File: config.mk
export PLATFORM = sky130hd
export DESIGN_NAME = gx4000_asic_lock_flat
export DESIGN_NICKNAME = d
export VERILOG_FILES = /design/src/rtl/gx4000_pkg.sv /design/src/rtl/gx4000_asic_lock_if.sv /design/src/rtl/gx4000_io_wr_decode.sv /design/src/rtl/gx4000_asic_lock.sv /design/src/flat_wrapper.sv
export SDC_FILE = /design/constraint.sdc
export NUM_CORES = 1
export LEC_CHECK = 0
export CAP_MARGIN = 15
export CORE_AREA = 10 10 62 64
export CTS_BUF_LIST = sky130_fd_sc_hd__clkbuf_4 sky130_fd_sc_hd__clkbuf_8 sky130_fd_sc_hd__clkbuf_16
export CTS_CLUSTER_DIAMETER = 30
export DETAILED_ROUTE_END_ITERATION = 8
export DIE_AREA = 0 0 72 74
export GPL_TIMING_DRIVEN = 1
export PLACE_DENSITY = 0.88
export SETUP_SLACK_MARGIN = 0.02
export SLEW_MARGIN = 10
export SYNTH_ARGS = -nofsm -noshare
export SYNTH_HDL_FRONTEND = slang
export SYNTH_HIERARCHICAL = 1
export SYNTH_SLANG_ARGS = --single-unit
File: constraint.sdc
create_clock -name clk_sys -period 6.9 [get_ports clk_sys]
set_clock_uncertainty 0.1 [all_clocks]
set_input_delay 1.725 -clock clk_sys [delete_from_list [all_inputs] [get_ports clk_sys]]
set_output_delay 1.725 -clock clk_sys [all_outputs]
set_load 0.01 [all_outputs]
File: src/rtl/gx4000_pkg.sv
// Shared Plus-ASIC unlock constants and lock FSM encoding, used by the
// lock detector, the register page mapper and the bench.
package gx4000_pkg;

   localparam int SEQ_MAX = 30;

   localparam logic [7:0] UNLOCK_KEY = 8'hEE;

   // Entries at or beyond the instantiated SEQ_LEN are never addressed.
   localparam logic [7:0] UNLOCK_SEQ [SEQ_MAX] = '{
      8'hFF, 8'h77, 8'hB3, 8'h51, 8'hA8, 8'hD4, 8'h62, 8'h39,
      8'h9C, 8'h46, 8'h2B, 8'h15, 8'h8A, 8'hCD, 8'h00, 8'h00,
      8'h00, 8'h00, 8'h00, 8'h00, 8'h00, 8'h00, 8'h00, 8'h00,
      8'h00, 8'h00, 8'h00, 8'h00, 8'h00, 8'h00
   };

   typedef enum logic [1:0] {
      HUNT  = 2'd0,
      SYNC  = 2'd1,
      MATCH = 2'd2,
      KEY   = 2'd3
   } lock_state_t;

endpackage

File: src/rtl/gx4000_asic_lock_if.sv
// CPU I/O write bus as seen by the ASIC lock detector.
// io_wr is a level strobe: each rising edge is one write, no ready/back-pressure.
interface gx4000_asic_lock_if;

   logic [15:0] io_addr;
   logic [7:0]  io_data;
   logic        io_wr;

   modport master (output io_addr, output io_data, output io_wr);
   modport slave  (input  io_addr, input  io_data, input  io_wr);

endinterface

File: src/rtl/gx4000_io_wr_decode.sv
// Turns a level I/O write strobe into a single-cycle accept for the decoded port.
module gx4000_io_wr_decode #(
   parameter logic [15:0] ADDR_MASK  = 16'h4300,
   parameter logic [15:0] ADDR_MATCH = 16'h0000
) (
   input  logic        clk_sys,
   input  logic        reset,
   input  logic [15:0] io_addr,
   input  logic [7:0]  io_data,
   input  logic        io_wr,
   output logic        wr_accept,
   output logic [7:0]  wr_data
);

   logic io_wr_q;

   always_ff @(posedge clk_sys) begin
      if (reset) begin
         io_wr_q <= 1'b0;
      end else begin
         io_wr_q <= io_wr;
      end
   end

   assign wr_accept = io_wr & ~io_wr_q & ((io_addr & ADDR_MASK) == ADDR_MATCH);
   assign wr_data   = io_data;

endmodule

File: src/rtl/gx4000_asic_lock.sv
// Plus-ASIC lock detector: sync pair, fixed match bytes, then key byte
// gates the ASIC register page.
module gx4000_asic_lock
   import gx4000_pkg::*;
#(
   parameter int          SEQ_LEN      = 14,
   parameter logic [15:0] ADDR_MASK    = 16'h4300,
   parameter logic [15:0] ADDR_MATCH   = 16'h0000,
   parameter bit          ALLOW_RELOCK = 1'b1
) (
   input  logic                     clk_sys,
   input  logic                     reset,
   input  logic                     plus_mode,
   gx4000_asic_lock_if.slave        io,
   output logic                     unlocked,
   output logic                     unlock_pulse,
   output logic                     lock_pulse,
   output logic [4:0]               seq_pos,
   output logic [7:0]               status
);

   localparam logic [4:0] LAST_POS = 5'(SEQ_LEN - 1);

   logic        wr_accept;
   logic [7:0]  wr_data;

   lock_state_t state_q;
   logic [4:0]  seq_pos_q;
   logic        unlocked_q;
   logic        unlock_pulse_q;
   logic        lock_pulse_q;

   gx4000_io_wr_decode #(
      .ADDR_MASK  (ADDR_MASK),
      .ADDR_MATCH (ADDR_MATCH)
   ) u_decode (
      .clk_sys   (clk_sys),
      .reset     (reset),
      .io_addr   (io.io_addr),
      .io_data   (io.io_data),
      .io_wr     (io.io_wr),
      .wr_accept (wr_accept),
      .wr_data   (wr_data)
   );

   always_ff @(posedge clk_sys) begin
      if (reset) begin
         state_q        <= HUNT;
         seq_pos_q      <= '0;
         unlocked_q     <= 1'b0;
         unlock_pulse_q <= 1'b0;
         lock_pulse_q   <= 1'b0;
      end else begin
         unlock_pulse_q <= 1'b0;
         lock_pulse_q   <= 1'b0;
         if (!plus_mode) begin
            state_q      <= HUNT;
            seq_pos_q    <= '0;
            unlocked_q   <= 1'b0;
            lock_pulse_q <= unlocked_q;
         end else if (wr_accept) begin
            case (state_q)
               HUNT: begin
                  if (wr_data != 8'h00) state_q <= SYNC;
               end
               SYNC: begin
                  if (wr_data == 8'h00) begin
                     state_q   <= MATCH;
                     seq_pos_q <= '0;
                  end
               end
               MATCH: begin
                  if (wr_data == UNLOCK_SEQ[seq_pos_q]) begin
                     if (seq_pos_q == LAST_POS) begin
                        state_q   <= KEY;
                        seq_pos_q <= '0;
                     end else begin
                        seq_pos_q <= seq_pos_q + 5'd1;
                     end
                  end else if (wr_data == 8'h00) begin
                     // A stray 00 is a fresh sync pair tail: restart matching.
                     seq_pos_q <= '0;
                  end else begin
                     state_q   <= SYNC;
                     seq_pos_q <= '0;
                  end
               end
               KEY: begin
                  if (wr_data == UNLOCK_KEY) begin
                     unlocked_q     <= 1'b1;
                     unlock_pulse_q <= ~unlocked_q;
                  end else if (ALLOW_RELOCK) begin
                     unlocked_q   <= 1'b0;
                     lock_pulse_q <= unlocked_q;
                  end
                  state_q <= (wr_data != 8'h00) ? SYNC : HUNT;
               end
               default: state_q <= HUNT;
            endcase
         end
      end
   end

   assign unlocked     = unlocked_q;
   assign unlock_pulse = unlock_pulse_q;
   assign lock_pulse   = lock_pulse_q;
   assign seq_pos      = seq_pos_q;
   assign status       = {unlocked_q, state_q, seq_pos_q};

endmodule

File: src/flat_wrapper.sv
// flat-port wrapper written by rule: the top's interface ports become plain ports
module gx4000_asic_lock_flat import gx4000_pkg::*;
#(
   parameter int          SEQ_LEN      = 14,
   parameter logic [15:0] ADDR_MASK    = 16'h4300,
   parameter logic [15:0] ADDR_MATCH   = 16'h0000,
   parameter bit          ALLOW_RELOCK = 1'b1
)
  (clk_sys, reset, plus_mode, unlocked, unlock_pulse, lock_pulse, seq_pos, status, io_io_addr, io_io_data, io_io_wr);
  gx4000_asic_lock_if io_i ();
  input  logic clk_sys;
  input  logic reset;
  input  logic plus_mode;
  output logic unlocked;
  output logic unlock_pulse;
  output logic lock_pulse;
  output logic [4:0] seq_pos;
  output logic [7:0] status;
  input wire logic [$bits(io_i.io_addr)-1:0] io_io_addr;
  input wire logic [$bits(io_i.io_data)-1:0] io_io_data;
  input wire logic [$bits(io_i.io_wr)-1:0] io_io_wr;
  assign io_i.io_addr = io_io_addr;
  assign io_i.io_data = io_io_data;
  assign io_i.io_wr = io_io_wr;
  gx4000_asic_lock #(.SEQ_LEN(SEQ_LEN), .ADDR_MASK(ADDR_MASK), .ADDR_MATCH(ADDR_MATCH), .ALLOW_RELOCK(ALLOW_RELOCK)) u_core (.clk_sys(clk_sys), .reset(reset), .plus_mode(plus_mode), .io(io_i), .unlocked(unlocked), .unlock_pulse(unlock_pulse), .lock_pulse(lock_pulse), .seq_pos(seq_pos), .status(status));
endmodule
======== Yosys cells after proc, flatten, opt, wreduce, memory -nomap -nowiden ========
Memory sizes are Yosys's and may differ from the RTL's.
Cells that the tools add are included.
storage, ports and cells
  bits in registers ....................... 11
  latch bits .............................. 0
  memory bits (writable) .................. 0
  ROM bits ................................ 256
  input port bits ......................... 28
  output and inout bits ................... 16
  word-level logic and storage cells ...... 56
  memories ................................ 1
operators by class
  add/sub/neg operators ................... 1
  $mul .................................... 0
  divide/modulo/power cells ............... 0
  order comparisons ....................... 1
  eq/ne operators ......................... 10
  shifts and indexed selects .............. 0
  muxes and demuxes ....................... 18
  bitwise logic cells ..................... 9
  reduce and logical (&&, ||, !) cells .... 10
memories
  memory            words  bits a word  read ports  clocked after Yosys merged registers in  wr ports  RTL line                text
  (name not given)  32     8            1           0                                        0         gx4000_asic_lock.sv:73  if (wr_data == UNLOCK_SEQ[seq_pos_q]) begin
operator list
  cell                 count
  $logic_not 16->1     1
  $mux 8               2
  $mux 5               3
  $mux 2               5
  $pmux 5 s2           1
  $eq 8x8->1           1
  $eq 8x8->1 const B   1
  $logic_not 8->1      1
  $pmux 2 s4           1
  $reduce_bool 8->1    1
  $ge 6x6->1 const B   1
  $mux 1               6
  $not 1->1            6
  $not 5->6            1
  $add 5x1->5 const B  1
  $eq 5x4->1 const B   1
  $reduce_and 5->1     1
  $reduce_or 5->1      1
  $eq 2x2->1 const B   2
  $ne 2x1->1 const B   2
  $ne 3x2->1 const B   1
  $ne 3x3->1 const B   1
  $reduce_and 3->1     1
  $and 1x1->1          2
  other kinds (5)      5

======== Depth between registers and ports, before layout ========
  depth in word-level cells ............... 7
  depth in mapped cells ................... 11
  depth with buffers taken out ............ 10

======== Cells and area by module ========
Netlist, hierarchy kept.
modules (own cells, without submodules)
  module               times used  cells each  area each (µm²)  sequential area each (µm²)
  gx4000_asic_lock     1           148         1,138.6          200.2
  gx4000_io_wr_decode  1           12          98.8             20.0

======== Worst setup path before layout ========
Ideal clock, no wire load.
  path kind ............................... input port to flip-flop
  from .................................... input port io_io_data[7]
  to ...................................... register u_core.seq_pos_q[0] (netlist: u_core/seq_pos[0])
  setup time .............................. 70 ps
  data arrival time ....................... 3,354 ps
  required time ........................... 6,730 ps
  setup slack ............................. 3,376 ps
  cell stages on the path ................. 8
  path buffers ............................ 1
  cell sequence ........................... buf_4 -> inv_1 -> nor4_1 -> a31oi_1 -> o21a_1 -> or4b_4 -> or3_1 -> a21oi_1
between the ends
  longest elaborated chain between the ends .. 3
  elaborated cells on any way between the ends .. 6
  classes of those cells .................. eq/ne (2); mux (2); reduce/logical (2)
ends and longest elaborated chain
  item                                            RTL line                                        text
  start, declared                                 flat_wrapper.sv:20                              input wire logic [$bits(io_i.io_data)-1:0] io_io_data;
  $eq 8x8->1 or $logic_not 8->1 (tied branches)   gx4000_asic_lock.sv:73, gx4000_asic_lock.sv:67
  $mux 5 or $ne 2x1->1 (tied branches)            --
  $pmux 5 s2 or $reduce_and 3->1 (tied branches)  --
  end signal, assigned                            gx4000_asic_lock.sv:78                          seq_pos_q <= seq_pos_q + 5'd1;
  end, declared                                   gx4000_asic_lock.sv:28                          logic [4:0] seq_pos_q;
Several ways; a longest one is shown, not always the timed one.
A chain may end at the register's enable or synchronous reset.

======== Worst setup path after layout ========
Ends and elaborated chain as after synthesis.

==> flow_summary.toml <==
[clocking]
ctsResizeCount = 0
cts_buffer_depth = 2
clk_latency_ns = 0.27
cts_num_sinks = 11
cts.clk_slew.worst_paths_ns = 0.07
cts_hold_buf = 0
cts_setup_buffers = 0
cts_made_buffers = 3
cts_tree = "done"
cts_root_buf = "clkbuf_4"
htreeDepth = 1

[grt]
grtUsageTotal_pct = 10.43
grt_pass1_wl_mm = 4.747
grt_pass1_vias = 1042
antenna_found_initial = 0
grt_max_degree = 24
grt_overflow = 0

[detailed_routing]
highest_layer = "met4"
routed_wl_mm = 2.873
met1Wirelength_mm = 1.310
vias = 1117
drt_iter0_markers = 66
met3RoutedLength_um = 148
viasPerCell = 5.475
wl_met2_mm = 1.381
antenna_left = 0
route.detailed.drc = 0
route.detailed.wl_per_inst_um = 14.08
first_pass_iters = 4

[logic_synthesis]
yosysWarnings = 6
synth_async_sr_flop_share_pct = 0
synth_cell_type_count = 45
ys_ff_latch = 11
avgSynthCellArea_um2 = 7.734
netlist_area_mm2 = 0.001237
synth_edf_count = 0
synth_nets = 195
synth_cells = 160
synth-seq-area-share_pct = 17.80
synthFlopType = "dfxtp_1"

[flow_run]
cap_violations = 0

[layout]
drive_gt1_share_pct = 6.358
nNetsFinal = 209
mostFrequentLayoutCells = "30 x clkdlybuf4s50_1, 14 x nor2_1, 13 x nand2_1, 13 x a21oi_1, 11 x dfxtp_1"
layout_commonest_cell = "clkdlybuf4s50_1"
syn2layout_area_growth_pct = 16.99
final_cells = 204
n_antenna_cell = 0

[timing]
setup_viol = 0
finalCriticalPeriod_ns = 3.803
slew_violations = 0
hold_viol_final = 0
grt_setup_unrepaired = "no"
relSlewSlack_pct = 47.96
period_share_pct = 55.12
setup-tns-final_ns = 0
worst_pin_slew_ns = 0.7795
max_freq_mhz = 262.9

[floorplanning]
num_rows = 19
die_x_um = 72
die_y_um = 74
initial_utilization_pct = 46.48
core-area_mm2 = 0.002663
num_io_pins = 44
die_area_mm2 = 0.005328

[worst_setup_path]
critPathLaunchType = "input port"
rrSetupSlack_ns = 3.58
crit_type = "input port to register"
critical_path.max_fanout = 6
endpoint_kind = "register"
crit_required_ns = 7.00
cp_data_arrival_time_ns = 3.90

[power_and_ir_drop]
power_w = 0.0001290
leakage_nw = 0.4877
vdd_drop_max_uv = 101.0
p_per_area_mw_per_mm2 = 89.13

[outcome]
status = "finished, final reports clean"

[placement]
place_congestion = 0.8096
port_buffers = 30
dp_cells = 200
hpwlAfterDp_mm = 2.121

[worst_hold_path]
hp-class = "register to register"
cell type report:
type	instances	area [um^2]
Timing Repair Buffer	30	300.3
Inverter	6	22.52
Fill cell	256	1215
Multi-Input combinational cell	122	835.8
Clock buffer	4	30.03
Tap cell	31	38.79
Sequential cell	11	220.2
Yosys cell counts, drive strengths merged (2+ instances only):
cell type | n | area, um^2
a21o | 4 | 30.03
a21oi | 13 | 65.06
a221oi | 2 | 17.52
a311oi | 2 | 17.52
a31oi | 2 | 12.51
and2 | 4 | 25.02
buf | 19 | 151.4
clkbuf | 2 | 7.510
dfxtp | 11 | 220.2
ha | 7 | 87.58
inv | 6 | 22.52
mux2i | 3 | 30.03
nand2 | 13 | 48.80
nand2b | 5 | 31.28
nand3 | 2 | 10.01
nand4b | 2 | 17.52
nor2 | 14 | 52.55
nor2b | 9 | 56.30
nor3 | 2 | 15.01
nor3b | 3 | 27.52
nor4 | 4 | 25.02
o21ai | 5 | 25.02
o31ai | 3 | 46.29
or3 | 5 | 31.28
xnor2 | 2 | 17.52
xor2 | 2 | 17.52
stage by stage:
step	setup WS [ns]	utilization (%)	instance area (um^2)	hold slack, ns
2_1_floorplan	3.376	-	1237	0.4061
3_3_place_gp	2.863	53.24	1418	0.3929
3_5_place_dp	2.826	53.24	1418	0.4040
4_1_cts	3.104	54.37	1448	0.4047
5_1_grt	2.905	54.37	1448	0.4254
6_report	3.097	54.37	1448	0.4044
registers in the layout, summed over array words and instances, names as in the netlist:
name	flops
u_core/seq_pos	5
u_core/unlocked	1
u_core/unlock_pulse	1
u_core/u_decode/io_wr_q	1
u_core/lock_pulse	1
u_core/state_q	2
power by group:
group	leakage (nW)	total (W)	internal [W]	switching, W
registers	0.0888	0.0000640	0.0000638	0.000000204
clock network	0.0184	0.0000473	0.0000263	0.0000210
logic	0.380	0.0000177	0.0000105	0.00000724
worst max-delay path: stages:
cell and delay (ns):
clkdlybuf4s50_1 0.50, inv_1 0.07, nor4_1 0.26, a31oi_1 0.08, o21a_1 0.19, or4b_4 0.58, or3_1 0.36, a21oi_1 0.14
worst paths after layout:
check,end,from,depth (start not counted)
worst max-delay path,u_core/seq_pos[0]$_SDFFE_PP0P_,io_io_data[7],8
worst min-delay path,u_core/lock_pulse$_SDFF_PP0_,u_core/unlocked$_SDFFE_PP0P_,2
worst max register to register,u_core/seq_pos[0]$_SDFFE_PP0P_,u_core/seq_pos[1]$_SDFFE_PP0P_,9
worst min register to register,u_core/lock_pulse$_SDFF_PP0_,u_core/unlocked$_SDFFE_PP0P_,2
cell families after synthesis:
group / synth area share [%]
AOI/OAI and AO/OA: 19.11
xor gates and xnor gates: 2.832
adders and majority gates: 7.078
buffers and inverters: 14.66
DFF: 17.80
muxes: 4.247
and+or+nand+nor: 34.28
metal layers:
layer	vias to the layer above	global-route usage, %
met5	-	0
met4	0	3.441
met3	4	1.995
met2	28	17.55
met1	505	13.05
li1	580	-
Power figures use the tool's default switching activity.
